[src/rtl/regfile_dump_reader_pkg.sv]
// rtl/regfile_dump_reader_pkg.sv - shared constants and FSM encoding for the register-file dump reader
//
// Purpose: register-file geometry and the dump FSM state type, shared by the
// reader and anything that needs to decode its state.
// Ports: none (package).
package regfile_dump_reader_pkg;

  localparam int REG_ADDR_W = 5;
  localparam int REG_DATA_W = 32;
  localparam int REG_COUNT  = 32;

  typedef enum logic [1:0] {
    S_IDLE = 2'd0,
    S_READ = 2'd1,
    S_HOLD = 2'd2,
    S_DONE = 2'd3
  } dump_state_e;

endpackage

[src/rtl/regfile_dump_reader.sv]
// rtl/regfile_dump_reader.sv - walks a register range through one read port and streams (addr, data) beats
//
// Purpose: on an accepted start, reads registers first_addr..last_addr (inclusive)
// one at a time through the shared register-file read port and presents each
// (address, data) pair on a valid/ready output.
// Ports:
//   clk, rst_n                  clock, asynchronous active-low reset
//   start, first_addr, last_addr dump request and inclusive range (sampled in IDLE)
//   abort                       cancel a dump in progress
//   rd_addr / rd_data           register-file read port (combinational data)
//   out_valid/out_ready/out_addr/out_data/out_last  beat stream
//   busy                        block owns the read port
//   done, range_err             completion / rejected-start pulses
module regfile_dump_reader
  import regfile_dump_reader_pkg::*;
#(
  parameter int ADDR_W = REG_ADDR_W,
  parameter int DATA_W = REG_DATA_W
) (
  input  logic              clk,
  input  logic              rst_n,
  input  logic              start,
  input  logic [ADDR_W-1:0] first_addr,
  input  logic [ADDR_W-1:0] last_addr,
  input  logic              abort,
  output logic [ADDR_W-1:0] rd_addr,
  input  logic [DATA_W-1:0] rd_data,
  output logic              out_valid,
  input  logic              out_ready,
  output logic [ADDR_W-1:0] out_addr,
  output logic [DATA_W-1:0] out_data,
  output logic              out_last,
  output logic              busy,
  output logic              done,
  output logic              range_err
);

  dump_state_e       state_q;
  logic [ADDR_W-1:0] cur_q;
  logic [ADDR_W-1:0] last_q;
  logic              out_valid_q;
  logic [ADDR_W-1:0] out_addr_q;
  logic [DATA_W-1:0] out_data_q;
  logic              out_last_q;
  logic              busy_q;
  logic              done_q;
  logic              range_err_q;

  // The read port only carries cur while the data is being captured; otherwise
  // it idles at 0 so the datapath mux sees a quiet address.
  assign rd_addr   = (state_q == S_READ) ? cur_q : '0;
  assign out_valid = out_valid_q;
  assign out_addr  = out_addr_q;
  assign out_data  = out_data_q;
  assign out_last  = out_last_q;
  assign busy      = busy_q;
  assign done      = done_q;
  assign range_err = range_err_q;

  always_ff @(posedge clk or negedge rst_n) begin
    if (!rst_n) begin
      state_q     <= S_IDLE;
      cur_q       <= '0;
      last_q      <= '0;
      out_valid_q <= 1'b0;
      out_addr_q  <= '0;
      out_data_q  <= '0;
      out_last_q  <= 1'b0;
      busy_q      <= 1'b0;
      done_q      <= 1'b0;
      range_err_q <= 1'b0;
    end else begin
      done_q      <= 1'b0;
      range_err_q <= 1'b0;
      if (state_q != S_IDLE && abort) begin
        // Cancel wins over any handshake in the same cycle.
        state_q     <= S_IDLE;
        out_valid_q <= 1'b0;
        out_last_q  <= 1'b0;
        busy_q      <= 1'b0;
      end else begin
        case (state_q)
          S_IDLE: begin
            if (start) begin
              if (first_addr <= last_addr) begin
                cur_q   <= first_addr;
                last_q  <= last_addr;
                busy_q  <= 1'b1;
                state_q <= S_READ;
              end else begin
                range_err_q <= 1'b1;
              end
            end
          end
          S_READ: begin
            // Snapshot: later register writes cannot disturb a held beat.
            out_data_q  <= rd_data;
            out_addr_q  <= cur_q;
            out_last_q  <= (cur_q == last_q);
            out_valid_q <= 1'b1;
            state_q     <= S_HOLD;
          end
          S_HOLD: begin
            if (out_ready) begin
              out_valid_q <= 1'b0;
              if (out_last_q) begin
                done_q  <= 1'b1;
                state_q <= S_DONE;
              end else begin
                // cur < last here, so the increment never wraps.
                cur_q   <= cur_q + 1'b1;
                state_q <= S_READ;
              end
            end
          end
          S_DONE: begin
            busy_q  <= 1'b0;
            state_q <= S_IDLE;
          end
          default: state_q <= S_IDLE;
        endcase
      end
    end
  end

endmodule
[config.mk]
export PLATFORM = sky130hd
export DESIGN_NAME = regfile_dump_reader
export DESIGN_NICKNAME = d
export VERILOG_FILES = /design/src/rtl/regfile_dump_reader_pkg.sv /design/src/rtl/regfile_dump_reader.sv
export SDC_FILE = /design/constraint.sdc
export NUM_CORES = 1
export LEC_CHECK = 0
export CAP_MARGIN = 20
export CELL_PAD_IN_SITES_DETAIL_PLACEMENT = 0
export CELL_PAD_IN_SITES_GLOBAL_PLACEMENT = 2
export CORE_MARGIN = 2
export CORE_UTILIZATION = 29
export DETAILED_ROUTE_END_ITERATION = 10
export GPL_ROUTABILITY_DRIVEN = 1
export PLACE_DENSITY = 0.92
export SLEW_MARGIN = 10
export SYNTH_ARGS = -nofsm -noshare
export SYNTH_HDL_FRONTEND = slang
export SYNTH_SLANG_ARGS = --single-unit
[constraint.sdc]
create_clock -name clk -period 3.05 [get_ports clk]
set_clock_uncertainty 0.2 [all_clocks]
set_input_delay 0.305 -clock clk [delete_from_list [all_inputs] [get_ports clk]]
set_output_delay 0.305 -clock clk [all_outputs]
set_load 0.005 [all_outputs]
==> report_table.html <==
<table>
<tr><th>Metric</th><th>Value</th></tr>
<tr><th colspan="2">Pwr</th></tr>
<tr><td>Leakage power summed over all cells</td><td>approximately 1.5 nW</td></tr>
<tr><td>Sw Share</td><td>30.4%</td></tr>
<tr><td>Internal cell power</td><td>2.22 mW</td></tr>
<tr><td>Clock share of power</td><td>12.6%</td></tr>
<tr><td>Power density of the placed cells</td><td>~890 nW/um2</td></tr>
<tr><td>Worst voltage drop across the vdd grid</td><td>around 0.21 mV</td></tr>
<tr><td>Switching power</td><td>about 970 uW</td></tr>
<tr><td>Comb power frac</td><td>between 40% and 50%</td></tr>
<tr><td>Share of power burned in registers</td><td>approximately 40%</td></tr>
<tr><th colspan="2">Clock network</th></tr>
<tr><td>Clk buf depth</td><td>2</td></tr>
<tr><td>Maximum level of the CTS H-tree</td><td>2</td></tr>
<tr><td>Clock Root Buffer</td><td>sky130_fd_sc_hd__clkbuf_8</td></tr>
<tr><td>Inserted Clock Buffers</td><td>5</td></tr>
<tr><td>Total clock sinks</td><td>54</td></tr>
<tr><td>Clock slew seen by the registers of the worst setup and hold paths</td><td>around 90 ps</td></tr>
<tr><td>Clk_lat worst skew</td><td>~300 ps</td></tr>
<tr><td>Post-CTS setup repair buffer count</td><td>0</td></tr>
<tr><td>TritonCTS clock tree</td><td>done</td></tr>
<tr><th colspan="2">STA</th></tr>
<tr><td>Final worst-path setup slack</td><td>515 ps</td></tr>
<tr><td>Worst slew pin tran</td><td>662 ps</td></tr>
<tr><td>Upper clock frequency limit</td><td>around 390 MHz</td></tr>
<tr><td>Slew margin rel.</td><td>approximately 56%</td></tr>
<tr><td>Final hold viol count</td><td>0</td></tr>
<tr><td>Post-route fraction of the period consumed by the critical path</td><td>between 80% and 90%</td></tr>
<tr><td>Shortest clock period the worst path allows after layout</td><td>approximately 2500 ps</td></tr>
<tr><td>Setup repair after global routing missed its margin</td><td>no</td></tr>
<tr><td>Count of pins over their slew limit</td><td>0</td></tr>
<tr><td>Total setup violations reported at the end of the flow</td><td>0</td></tr>
<tr><td>Setup TNS after final layout</td><td>0 ps</td></tr>
<tr><th colspan="2">Layout</th></tr>
<tr><td>Fill cells</td><td>784</td></tr>
<tr><td>Final standard cell utilization of the core</td><td>a little over two fifths</td></tr>
<tr><td>Final antenna diode count</td><td>0</td></tr>
<tr><td>Area of combinational cells with multiple inputs</td><td>1010 um2</td></tr>
<tr><td>Fraction of final layout cells sized beyond drive strength 1</td><td>roughly a fifth</td></tr>
<tr><td>Final Cell Area</td><td>between 3000 and 4000 um2</td></tr>
<tr><td>Area overhead of the layout relative to synthesis</td><td>46.0%</td></tr>
<tr><td>Area occupied by registers</td><td>between 1000 and 1500 um2</td></tr>
<tr><td>Net count of the finished layout</td><td>approximately 340</td></tr>
<tr><th colspan="2">Routing</th></tr>
<tr><td>Routed Antenna Nets</td><td>0</td></tr>
<tr><td>Total Routed Length</td><td>approximately 5400 um</td></tr>
<tr><td>Detailed-route via count</td><td>approximately 1.8k</td></tr>
<tr><td>DRC violations left</td><td>0</td></tr>
<tr><td>Pre-antenna DRT Iters</td><td>4</td></tr>
<tr><td>Violation count after the first detailed-route iteration</td><td>39</td></tr>
<tr><td>Detail-routed via count per cell</td><td>approximately 4.6</td></tr>
<tr><td>Wirelength per Cell</td><td>approximately 14 um</td></tr>
<tr><th colspan="2">Synth</th></tr>
<tr><td>Number of nets in the synthesized netlist</td><td>248</td></tr>
<tr><td>Yosys warning count</td><td>0</td></tr>
<tr><td>Netlist Area Pre-Place</td><td>2460 um2</td></tr>
<tr><td>Post-synthesis cell count</td><td>about 200</td></tr>
<tr><td>Seq/Total Area, Yosys</td><td>a little over half</td></tr>
<tr><td>Mean Syn Cell Area</td><td>12.6 um2</td></tr>
<tr><td>Number of synthesized register bits</td><td>between 50 and 60</td></tr>
<tr><td>Count of different cell masters after synthesis</td><td>34</td></tr>
<tr><th colspan="2">Place</th></tr>
<tr><td>Area after detailed placement</td><td>roughly 3500 um2</td></tr>
<tr><td>Number of buffer cells added on primary ports</td><td>slightly above 90</td></tr>
<tr><td>HPWL after DPL</td><td>4200 um</td></tr>
<tr><td>Worst setup slack before clock tree synthesis</td><td>roughly 530 ps</td></tr>
<tr><td>Routability-driven placement congestion ratio</td><td>between 0.7 and 0.8</td></tr>
<tr><th colspan="2">Floorplan</th></tr>
<tr><td>Number of rows created at floorplan</td><td>33</td></tr>
<tr><td>Die Wd</td><td>a little under 100 um</td></tr>
<tr><td>Starting Density</td><td>between 20% and 30%</td></tr>
<tr><td>Overall die area</td><td>between 9000 and 10000 um2</td></tr>
<tr><td>Standard cell core area</td><td>a little over 8000 um2</td></tr>
<tr><td>Chip height</td><td>96.1 um</td></tr>
<tr><td>Boundary pin count</td><td>94</td></tr>
<tr><th colspan="2">Hold path</th></tr>
<tr><td>Hold/Removal Path Class</td><td>in2async</td></tr>
<tr><th colspan="2">Global route</th></tr>
<tr><td>Remaining global-route overflow</td><td>0</td></tr>
<tr><td>Total track usage</td><td>between 10% and 20%</td></tr>
<tr><td>Global-route wire length before repair</td><td>8460 um</td></tr>
<tr><td>Maximum number of pins on one net before global-route repair</td><td>39</td></tr>
<tr><td>Vias in the first global route</td><td>1793</td></tr>
<tr><td>Number of antenna violations at the first check in global routing</td><td>0</td></tr>
<tr><th colspan="2">Worst setup path</th></tr>
<tr><td>Startpoint Class</td><td>flip-flop</td></tr>
<tr><td>Longest individual stage delay on the worst path</td><td>around 550 ps</td></tr>
<tr><td>Critical-path cell with the highest stage delay</td><td>sky130_fd_sc_hd__dfrtp_1</td></tr>
<tr><td>Cell-by-cell trace of the critical path</td><td>inv_1, nor2_1, and2_1, clkdlybuf4s50_1</td></tr>
<tr><td>WP data required</td><td>around 2500 ps</td></tr>
<tr><td>Type of element capturing the critical path</td><td>output port</td></tr>
<tr><td>Data arrival time of the critical path</td><td>just over 2000 ps</td></tr>
<tr><td>Start-to-end type of the worst setup path</td><td>reg2out</td></tr>
<tr><td>Largest fanout on the critical path</td><td>9</td></tr>
<tr><th colspan="2">Job</th></tr>
<tr><td>Max-capacitance violation count</td><td>0</td></tr>
<tr><th colspan="2">Status</th></tr>
<tr><td>Outcome</td><td>completed</td></tr>
</table>
==> worst paths after layout <==
| check | startpoint | endpoint | slack, ps | depth (start not counted) |
|---|---|---|---|---|
| max in group asynchronous | rst_n | cur_q[4]$_DFFE_PN0P_ | 1610 | 3 |
| setup reg to reg | state_q[1]$_DFFE_PN0P_ | out_data[4]$_DFFE_PN0P_ | 1070 | 4 |
| hold reg to reg | out_data[3]$_DFFE_PN0P_ | out_data[3]$_DFFE_PN0P_ | 310 | 1 |
| setup / recovery | state_q[0]$_DFFE_PN0P_ | rd_addr[4] | 520 | 4 |
| hold / removal | rst_n | out_data[15]$_DFFE_PN0P_ | 240 | 2 |
| min in group clk | out_data[3]$_DFFE_PN0P_ | out_data[3]$_DFFE_PN0P_ | 310 | 1 |
==> kinds of logic after synthesis <==
family                     share of synthesized area (%)
AOI/OAI and AO/OA                                   7.94
DFF                                                 55.0
and+or+nand+nor                                     8.50
adders and majority gates                           3.05
xor gates and xnor gates                            1.78
muxes                                               19.7
buffers and inverters                               4.07
==> metrics by stage <==
step	power [mW]	hold slack, ps	std cells
finish	3.19	238	397
global route	3.45	295	397
CTS	3.26	239	397
detailed placement	2.84	44.8	388
global placement	2.80	42.2	388
floorplan	2.01	-191	195
==> Yosys cell counts (all sizes together) <==
cell type | count | share of area [%]
dfrtp | 54 | 55
mux2 | 42 | 19
inv | 11 | 1.7
a31oi | 9 | 2.3
nand3 | 9 | 2.0
nor2 | 8 | 1.5
o21ai | 8 | 1.6
nand2 | 7 | 1.1
a21oi | 6 | 1.2
buf | 6 | 2.2
ha | 6 | 3.1
and2 | 5 | 1.3
nand2b | 3 | 1.1
o22ai | 3 | 0.76
xnor2 | 3 | 1.1
a211oi | 2 | 0.81
o21a | 2 | 0.61
xor2 | 2 | 0.71
and4 | 1 | 0.36
clkbuf | 1 | 0.15
mux2i | 1 | 0.41
nand4 | 1 | 0.25
nor2b | 1 | 0.25
nor3b | 1 | 0.31
o211ai | 1 | 0.31
o31ai | 1 | 0.31
or2 | 1 | 0.36
==> worst max-delay path, delay by kind of cell, from the launching register on <==
kind	cells	cell delay (ps)
buf+inv	2	750
flops	1	550
simple gates	2	420
==> state kept, by name (all words and copies together) (netlist names) <==
register / cells
last_q: 5
out_addr: 5
out_data: 32
out_last: 1
cur_q: 5
busy: 1
done: 1
state_q: 2
range_err: 1
out_valid: 1
==> layout by cell type (no fill, tap or decap), types with 6 or more instances in the layout <==
cell type	instances
sky130_fd_sc_hd__clkdlybuf4s50_1	92
sky130_fd_sc_hd__dfrtp_1	54
sky130_fd_sc_hd__mux2_2	42
sky130_fd_sc_hd__inv_1	11
sky130_fd_sc_hd__a31oi_1	9
sky130_fd_sc_hd__nand3_1	8
sky130_fd_sc_hd__o21ai_0	8
sky130_fd_sc_hd__nor2_1	7
sky130_fd_sc_hd__nand2_1	7
sky130_fd_sc_hd__a21oi_1	6
sky130_fd_sc_hd__ha_1	6
sky130_fd_sc_hd__clkbuf_8	6
==> power by group through the flow <==
stage | registers (mW) | logic [mW] | clock network [mW]
6_report | 1.31 | 1.47 | 0.403
5_1_grt | 1.37 | 1.62 | 0.458
4_1_cts | 1.33 | 1.50 | 0.428
3_5_place_dp | 1.34 | 1.50 | 0
3_3_place_gp | 1.33 | 1.47 | 0
2_1_floorplan | 1.29 | 0.719 | 0
==> per-layer routing <==
metal	share of wire, %	wire length, um	track usage [%]	up-vias
met2	46	2480	19.7	73
met5	0	0	0	-
met3	8.6	465	3.52	8
li1	-	-	-	880
met4	1.9	102	4.76	0
met1	44	2360	14.7	867
==> cell type report <==
class / instances / share of cell area, %
repair buffers: 96 / 26.8
clock buffers: 6 / 2.30
inverters: 11 / 1.15
clock inverters: 2 / 0.349
multi-input cells: 123 / 28.0
well taps: 105 / 3.66
flip-flops and latches: 54 / 37.7
==> what timing repair did <==
action | 4_1_cts | 5_1_grt
resized for setup | 0 | 0
setup endpoints to repair | 0 | 0
hold buffers | 1 | 0
endpoints found under the hold margin | 16 | 0
Note: power is estimated with default switching activity, not from simulation.
